File: config.mk
export PLATFORM = sky130hd
export DESIGN_NAME = keypad_digit_entry
export DESIGN_NICKNAME = d
export VERILOG_FILES = /design/src/rtl/keypad_digit_entry.sv
export SDC_FILE = /design/constraint.sdc
export NUM_CORES = 1
export LEC_CHECK = 0
export CELL_PAD_IN_SITES_DETAIL_PLACEMENT = 1
export CELL_PAD_IN_SITES_GLOBAL_PLACEMENT = 2
export CORE_ASPECT_RATIO = 1.2
export CORE_MARGIN = 10
export CORE_UTILIZATION = 28
export DETAILED_ROUTE_END_ITERATION = 12
export GPL_TIMING_DRIVEN = 0
export PLACE_DENSITY = 0.85
export SYNTH_ARGS = -nofsm -noshare
export SYNTH_HDL_FRONTEND = slang
export SYNTH_SLANG_ARGS = --single-unit
File: constraint.sdc
create_clock -name clk -period 3.3 [get_ports clk]
set_input_delay 0.66 -clock clk [delete_from_list [all_inputs] [get_ports clk]]
set_output_delay 0.66 -clock clk [all_outputs]
set_load 0.005 [all_outputs]
File: src/rtl/keypad_digit_entry.sv
// Debounced one-hot keypad to BCD digit entry buffer with commit register.
// Optional clear/backspace/enter keys are enabled by defining KEYPAD_FUNC_KEYS_EN.
module keypad_digit_entry #(
    parameter int DIGITS        = 4,
    parameter int STABLE_CYCLES = 4
) (
    input  logic                  clk,
    input  logic                  rst_n,
    input  logic [15:0]           onehot,
    output logic [4*DIGITS-1:0]   bcd,
    output logic [3:0]            count,
    output logic                  key_valid,
    output logic [3:0]            key_code,
    output logic                  full,
    output logic                  overflow,
    output logic                  done,
    output logic [4*DIGITS-1:0]   value
);

    typedef enum logic [1:0] {IDLE, PRESS_DB, HELD, RELEASE_DB} state_t;

    localparam logic [3:0]          DIG_N    = 4'(DIGITS);
    localparam logic [7:0]          STABLE_N = 8'(STABLE_CYCLES);
    localparam logic [4*DIGITS-1:0] EMPTY    = '1;

    state_t                state_q, state_d;
    logic [3:0]            code_q, code_d;
    logic [7:0]            cnt_q, cnt_d;
    logic [4*DIGITS-1:0]   bcd_q, bcd_d;
    logic [4*DIGITS-1:0]   value_q, value_d;
    logic [3:0]            count_q, count_d;
    logic [3:0]            key_code_q, key_code_d;
    logic                  key_valid_q, key_valid_d;
    logic                  overflow_q, overflow_d;
    logic                  done_q, done_d;
    logic                  accept;
    logic [4*DIGITS-1:0]   bcd_push;
`ifdef KEYPAD_FUNC_KEYS_EN
    logic [4*DIGITS-1:0]   bcd_pop;
`endif

    always_comb begin
        code_d = 4'hF;
        case (onehot)
            16'h0008: code_d = 4'h0;
            16'h0080: code_d = 4'h1;
            16'h0040: code_d = 4'h2;
            16'h0020: code_d = 4'h3;
            16'h0800: code_d = 4'h4;
            16'h0400: code_d = 4'h5;
            16'h0200: code_d = 4'h6;
            16'h8000: code_d = 4'h7;
            16'h4000: code_d = 4'h8;
            16'h2000: code_d = 4'h9;
`ifdef KEYPAD_FUNC_KEYS_EN
            16'h0001: code_d = 4'hA;
            16'h0002: code_d = 4'hB;
            16'h0004: code_d = 4'hC;
`endif
            default:  code_d = 4'hF;
        endcase
    end

    // Counter restarts on the edge that registers a new code, so cnt_q==0 means "just changed".
    always_comb begin
        if (code_d != code_q)      cnt_d = 8'd0;
        else if (cnt_q == STABLE_N) cnt_d = cnt_q;
        else                        cnt_d = cnt_q + 8'd1;
    end

    always_comb begin
        bcd_push       = bcd_q;
        bcd_push[3:0]  = code_q;
        for (int i = 1; i < DIGITS; i++) bcd_push[4*i +: 4] = bcd_q[4*(i-1) +: 4];
`ifdef KEYPAD_FUNC_KEYS_EN
        bcd_pop = bcd_q;
        bcd_pop[4*(DIGITS-1) +: 4] = 4'hF;
        for (int i = 0; i < DIGITS - 1; i++) bcd_pop[4*i +: 4] = bcd_q[4*(i+1) +: 4];
`endif
    end

    always_comb begin
        state_d = state_q;
        accept  = 1'b0;
        case (state_q)
            IDLE:       if (code_q != 4'hF) state_d = PRESS_DB;
            PRESS_DB: begin
                if (cnt_q == 8'd0) state_d = IDLE;
                else if (cnt_q == STABLE_N && code_q != 4'hF) begin
                    state_d = HELD;
                    accept  = 1'b1;
                end
            end
            HELD:       if (code_q == 4'hF) state_d = RELEASE_DB;
            RELEASE_DB: begin
                if (code_q != 4'hF)         state_d = HELD;
                else if (cnt_q == STABLE_N) state_d = IDLE;
            end
            default:    state_d = IDLE;
        endcase
    end

    always_comb begin
        bcd_d       = bcd_q;
        value_d     = value_q;
        count_d     = count_q;
        key_code_d  = key_code_q;
        key_valid_d = 1'b0;
        overflow_d  = 1'b0;
        done_d      = 1'b0;
        if (accept) begin
            key_valid_d = 1'b1;
            key_code_d  = code_q;
            if (code_q <= 4'd9) begin
                if (count_q == DIG_N) begin
                    overflow_d = 1'b1;
                end else begin
`ifdef KEYPAD_FUNC_KEYS_EN
                    bcd_d   = bcd_push;
                    count_d = count_q + 4'd1;
`else
                    // Auto-commit: the digit filling the last slot commits the buffer.
                    if (count_q + 4'd1 == DIG_N) begin
                        value_d = bcd_push;
                        done_d  = 1'b1;
                        bcd_d   = EMPTY;
                        count_d = 4'd0;
                    end else begin
                        bcd_d   = bcd_push;
                        count_d = count_q + 4'd1;
                    end
`endif
                end
            end
`ifdef KEYPAD_FUNC_KEYS_EN
            else if (code_q == 4'hA) begin
                bcd_d   = EMPTY;
                count_d = 4'd0;
            end else if (code_q == 4'hB) begin
                if (count_q != 4'd0) begin
                    bcd_d   = bcd_pop;
                    count_d = count_q - 4'd1;
                end
            end else if (code_q == 4'hC) begin
                if (count_q != 4'd0) begin
                    value_d = bcd_q;
                    done_d  = 1'b1;
                    bcd_d   = EMPTY;
                    count_d = 4'd0;
                end
            end
`endif
        end
    end

    always_ff @(posedge clk) begin
        if (!rst_n) begin
            state_q     <= IDLE;
            code_q      <= 4'hF;
            cnt_q       <= 8'd0;
            bcd_q       <= EMPTY;
            value_q     <= EMPTY;
            count_q     <= 4'd0;
            key_code_q  <= 4'hF;
            key_valid_q <= 1'b0;
            overflow_q  <= 1'b0;
            done_q      <= 1'b0;
        end else begin
            state_q     <= state_d;
            code_q      <= code_d;
            cnt_q       <= cnt_d;
            bcd_q       <= bcd_d;
            value_q     <= value_d;
            count_q     <= count_d;
            key_code_q  <= key_code_d;
            key_valid_q <= key_valid_d;
            overflow_q  <= overflow_d;
            done_q      <= done_d;
        end
    end

    assign bcd       = bcd_q;
    assign value     = value_q;
    assign count     = count_q;
    assign full      = (count_q == DIG_N);
    assign key_code  = key_code_q;
    assign key_valid = key_valid_q;
    assign overflow  = overflow_q;
    assign done      = done_q;

endmodule

# --- After elaboration in Yosys (flattened, before gate mapping) ---
# Cells that the tools add are included.
word_totals:
  input_bits: 18
  ramBits: 0
  regBits: 57
  latchBits: 0
  elab_cells: 65
  rom_bits: 0
  mem_count: 0
  out_inout_bits: 44
classes:
  n_mux: 16
  n_bitwise: 4
  eq_ne: 23
  n_addsub: 2
  mul: 0
  shift: 0
  div: 0
  reduce_logical: 9
  magnitude_cmp: 1
op_table:
  columns: ["cell", "n"]
  rows:
  - ["4-bit case mux with 10 select lines", 1]
  - ["16-bit by 10-bit equality test with 1-bit output (second input constant)", 1]
  - ["16-bit by 11-bit equality test with 1-bit output (second input constant)", 1]
  - ["16-bit by 12-bit equality test with 1-bit output (second input constant)", 1]
  - ["16-bit by 14-bit equality test with 1-bit output (second input constant)", 1]
  - ["16-bit by 15-bit equality test with 1-bit output (second input constant)", 1]
  - ["16-bit equality test (second input constant)", 1]
  - ["16-bit by 4-bit equality test with 1-bit output (second input constant)", 1]
  - ["16-bit by 6-bit equality test with 1-bit output (second input constant)", 1]
  - ["16-bit by 7-bit equality test with 1-bit output (second input constant)", 1]
  - ["16-bit by 8-bit equality test with 1-bit output (second input constant)", 1]
  - ["16-bit 2-to-1 mux", 1]
  - ["2-bit 2-to-1 mux", 6]
  - ["8-bit by 1-bit adder with 8-bit output (second input constant)", 1]
  - ["4-bit by 3-bit equality test with 1-bit output (second input constant)", 2]
  - ["8-bit by 3-bit equality test with 1-bit output (second input constant)", 1]
  - ["8-bit zero test", 1]
  - ["2-bit case mux with 4 select lines", 1]
  - ["4-bit AND reduction", 2]
  - ["1-bit 2-to-1 mux", 6]
  - ["3-bit != test (second input constant)", 2]
  - ["3-bit AND reduction", 2]
  - ["4-bit by 1-bit adder with 4-bit output (second input constant)", 1]
  - ["2-bit equality test (second input constant)", 2]
  - ["other kinds (12)", 16]

# --- Longest topological paths before layout ---
logic_depth:
  depth_word: 7
  mapped_depth: 10
  mapped_depth_nobuf: 8

# --- Worst setup path after synthesis ---
# Ideal clock, no wire load.
synth_path:
  path_kind: "input port to flip-flop"
  from: "input onehot[5]"
  to: "register cnt_q[3]"
  setup_slack_ps: 490
  arrival_time_ps: 2713
  n_path_buf: 1
  required_ps: 3204
  stages: 7
  setup_ps: 96
  cell_sequence: "buf_6 -> or3_4 -> or4_4 -> a2111o_1 -> a311oi_2 -> xnor2_1 -> nor4b_1"
synth_via:
  elab_chain_cells: 4
  elab_cells_between_ends: 13
  cone_classes: "eq/ne (11); mux (1); reduce/logical (1)"
synth_lines:
  columns: ["element", "line_no", "source"]
  rows:
  - ["start, declared", "9", "input logic [15:0] onehot,"]
  - ["16-bit by 14-bit equality test with 1-bit output (tied with other cells)", "44", "case (onehot)"]
  - ["4-bit case mux with 10 select lines (*)", "44", null]
  - ["4-bit != test (*)", "66", "if (code_d != code_q) cnt_d = 8'd0;"]
  - ["2-bit OR reduction (no line) (*)", null, null]
  - ["end signal, assigned", "171", "cnt_q <= cnt_d;"]
  - ["end, declared", "28", "logic [7:0] cnt_q, cnt_d;"]
# Every way passes the cells marked *; elsewhere a longest branch is shown, timed or not.
# A chain may end at the register's enable or synchronous reset.

# --- Worst setup path in the final report ---
layout_path:
  from: "input onehot[15]"
  to: "register cnt_q[4]"
# The elaborated chain is that of the path after synthesis.

==> qor.yml <==
clkSlewWorstSetupHoldPaths_ns: 0.07
holdBufCountCts: 0
postSynthCellCount: 321
fin_skew_ns: 0.0119
powerDensity_mw_per_mm2: 385
wl_per_cell_um: 15.5
cp-start-kind: "primary input"
place_ws_ns: -0.323
worst_slew_pin_slew_ns: 0.920
syn_avg_cell_area_um2: 8.20
critPathMaxFanout: 8
min_path_cells: 2
htree_num_levels: 3
hpwl_um: 6170
hold_violations: 0
cts_tree: "yes"
start_util_pct: 28.9
boundaryPins: 62
area_growth_pct: 34.3
slew_headroom_pct: 38.6
grt_usage_pct: 11.7
top_layer: "met4"
layout_setup_ws_ns: 0.283
total_power_mw: 1.36
min_to: "value[14]"
wl_met1_um: 3400
wl_um: 7920
finalMaxSlewViolations: 0
endpoint_kind: "flip-flop"
hold_start: "value[14]"
switchingPower_mw: 0.339
critPathRequiredTime_ns: 3.54
rows: 38
grt_pass1_vias: 2672
place_area_mm2: 0.00334
synth_nets: 343
yosys.area.top_type: "dfxtp_1"
synth_area_mm2: 0.00263
worstSetupPathType: "in -> reg"
cp-startpoint: "onehot[15]"
synth_top_cell_area_share_pct: 43.3
dieArea_mm2: 0.0137
clock_path_buffers: 2
ys_ff_latch: 57
drtPass1Iterations: 4
arrival_ns: 3.25
synth_edf_count: 0
p_sw_share_pct: 24.9
period_share_pct: 91.4
synth-seq-area-share_pct: 43.3
fin_nets: 410
ant_nets: 0
clockPowerShare_pct: 41.9
r2r_cells: 10
timing.rr.start: "cnt_q[1]"
drc: 0
yosysWarnings: 0
final_cell_area_mm2: 0.00354
routabilityCongestion: 0.778
synth_ff_type: "dfxtp_1"
synth-async-reset-ratio_pct: 0
grt-ovfl-total: 0
drive_above_1_share_pct: 8.42
antenna_found_initial: 0
ff2ff_setup_slack_ns: 0.40
wl_met2_um: 3910
r2r-end: "value[8]"
clockRootBuffer: "clkbuf_8"
status: "completed"
hp-class: "reg -> reg"
cap_viol_max_count: 0
coreArea_mm2: 0.00913
instances_no_fill: 512
met3WireLength_um: 484
rsz0062_at_grt: "false"
cts_made_buffers: 9
irDropWorstVdd_v: 0.000153
diodes: 0
max_freq_ghz: 0.331
leakage_nw: 1.26
place.port_buffers: 56
dieHeight_um: 126
num_vias: 2526
grt_max_degree: 11
grt_pass1_wl_um: 13100
combPwrFrac_pct: 6.9
yosysUniqueCellTypes: 47
clk_latency_ns: 0.34
ys_top_cells_by_area: "dfxtp_1, nand3_1, o21ai_0"
p_int_mw: 1.02
layout_min_cycle_time_ns: 3.02
drt-vias-per-instance: 4.93
cts_sinks: 57
drtIter0Drc: 83
die_x_um: 109
dp.cells: 497
setup_viol_count_final: 0
pwr-share-seq_pct: 51.2
==> critical path, cell delays in order <==
cell,delay (ns)
clkdlybuf4s50_1,0.53
nor4_2,0.50
nand4b_1,0.20
or3b_2,0.50
mux2_2,0.28
o22a_2,0.28
nor4_1,0.31
==> cells in the mapped netlist, drive strengths merged, types with 2 or more instances <==
master   n
clkbuf  18
nand4    2
nor2    33
nand2b   2
nand4b   2
xnor2    8
and2     2
nor4b    6
buf      5
ha       4
o21ai   28
and3     3
dfxtp   57
nand3   36
inv      5
or3      2
nor3    22
nand2   33
nor4    13
xor2     7
a21oi    9
nor3b    4
==> cells in the final DEF (no fill, tap or decap), types with 5 or more instances in the layout <==
cell and count:
a21oi_1 9, buf_6 5, clkbuf_1 18, clkbuf_8 10, clkdlybuf4s50_1 56, dfxtp_1 57, inv_1 5, nand2_1 33
nand3_1 36, nor2_1 33, nor3_1 22, nor4_1 12, nor4b_1 5, o21ai_0 27, xnor2_1 7, xor2_1 7
==> logic make-up (layout without fill, tap and decap cells) <==
kind of cell,after synthesis,count (layout),share of synthesized area [%]
AO/OA/AOI/OAI,47,47,10.6
adder cells (fa/ha/maj),4,4,1.90
buffers and inverters,29,100,5.56
AND/OR/NAND/NOR,167,167,32.8
XOR/XNOR,15,15,4.99
multiplexers,2,2,0.808
flip-flops,57,57,43.3
==> power by group through the flow <==
| stage | sequential [mW] | combinational [mW] | clock (mW) |
|---|---|---|---|
| floorplan | 0.712 | 0.0595 | 0 |
| global placement | 0.713 | 0.0915 | 0 |
| detailed placement | 0.713 | 0.0941 | 0 |
| CTS | 0.697 | 0.0944 | 0.585 |
| global route | 0.698 | 0.105 | 0.620 |
| finish | 0.698 | 0.0939 | 0.571 |
==> per-layer routing <==
layer  global-route usage, %  up-vias
li1                        -     1268
met1                    13.2     1191
met2                    20.2       56
met3                    3.21       11
met4                    4.90        0
met5                       0        -
==> sequential cells by signal, indices dropped and copies added (netlist names) <==
name and count:
bcd 16, value 16, cnt_q 8, code_q 4, count 4, key_code 4
state_q 2, done 1, key_valid 1, overflow 1
==> how the worst max path moves through the flow <==
stage | end | slack [ns] | cells past startpoint
finish | cnt_q[4] | 0.28 | 7
global route | value[8] | 0.08 | 10
CTS | cnt_q[4] | 0.05 | 7
detailed placement | cnt_q[3] | -0.32 | 7
global placement | cnt_q[3] | -0.27 | 7
floorplan | cnt_q[3] | 0.49 | 7
==> cell type report <==
cell class | count | area [µm²]
buffer | 23 | 124
clock buffer | 10 | 138
clock inverter | 5 | 32.5
fill | 1119 | 5590
inverter | 6 | 22.5
multi-input combinational | 235 | 1370
sequential | 57 | 1140
tap | 120 | 150
timing repair buffer | 56 | 561
==> repair_timing <==
item | CTS | global route
setup buffers | 0 | 0
gates resized for setup | 0 | 3
endpoints found under the hold margin | 0 | 0
endpoints found under the setup margin | 0 | 18
==> metrics by stage <==
| step | util [%] | hold slack [ns] | TNS (ns) |
|---|---|---|---|
| after CTS | 38.5 | 0.477 | 0 |
| after detailed placement | 36.6 | 0.460 | -2.53 |
| after global placement | 36.6 | 0.450 | -2.15 |
| after floorplan | - | 0.464 | 0 |
| after global routing | 38.7 | 0.495 | 0 |
| final | 38.7 | 0.474 | 0 |
Power figures use the tool's default switching activity.
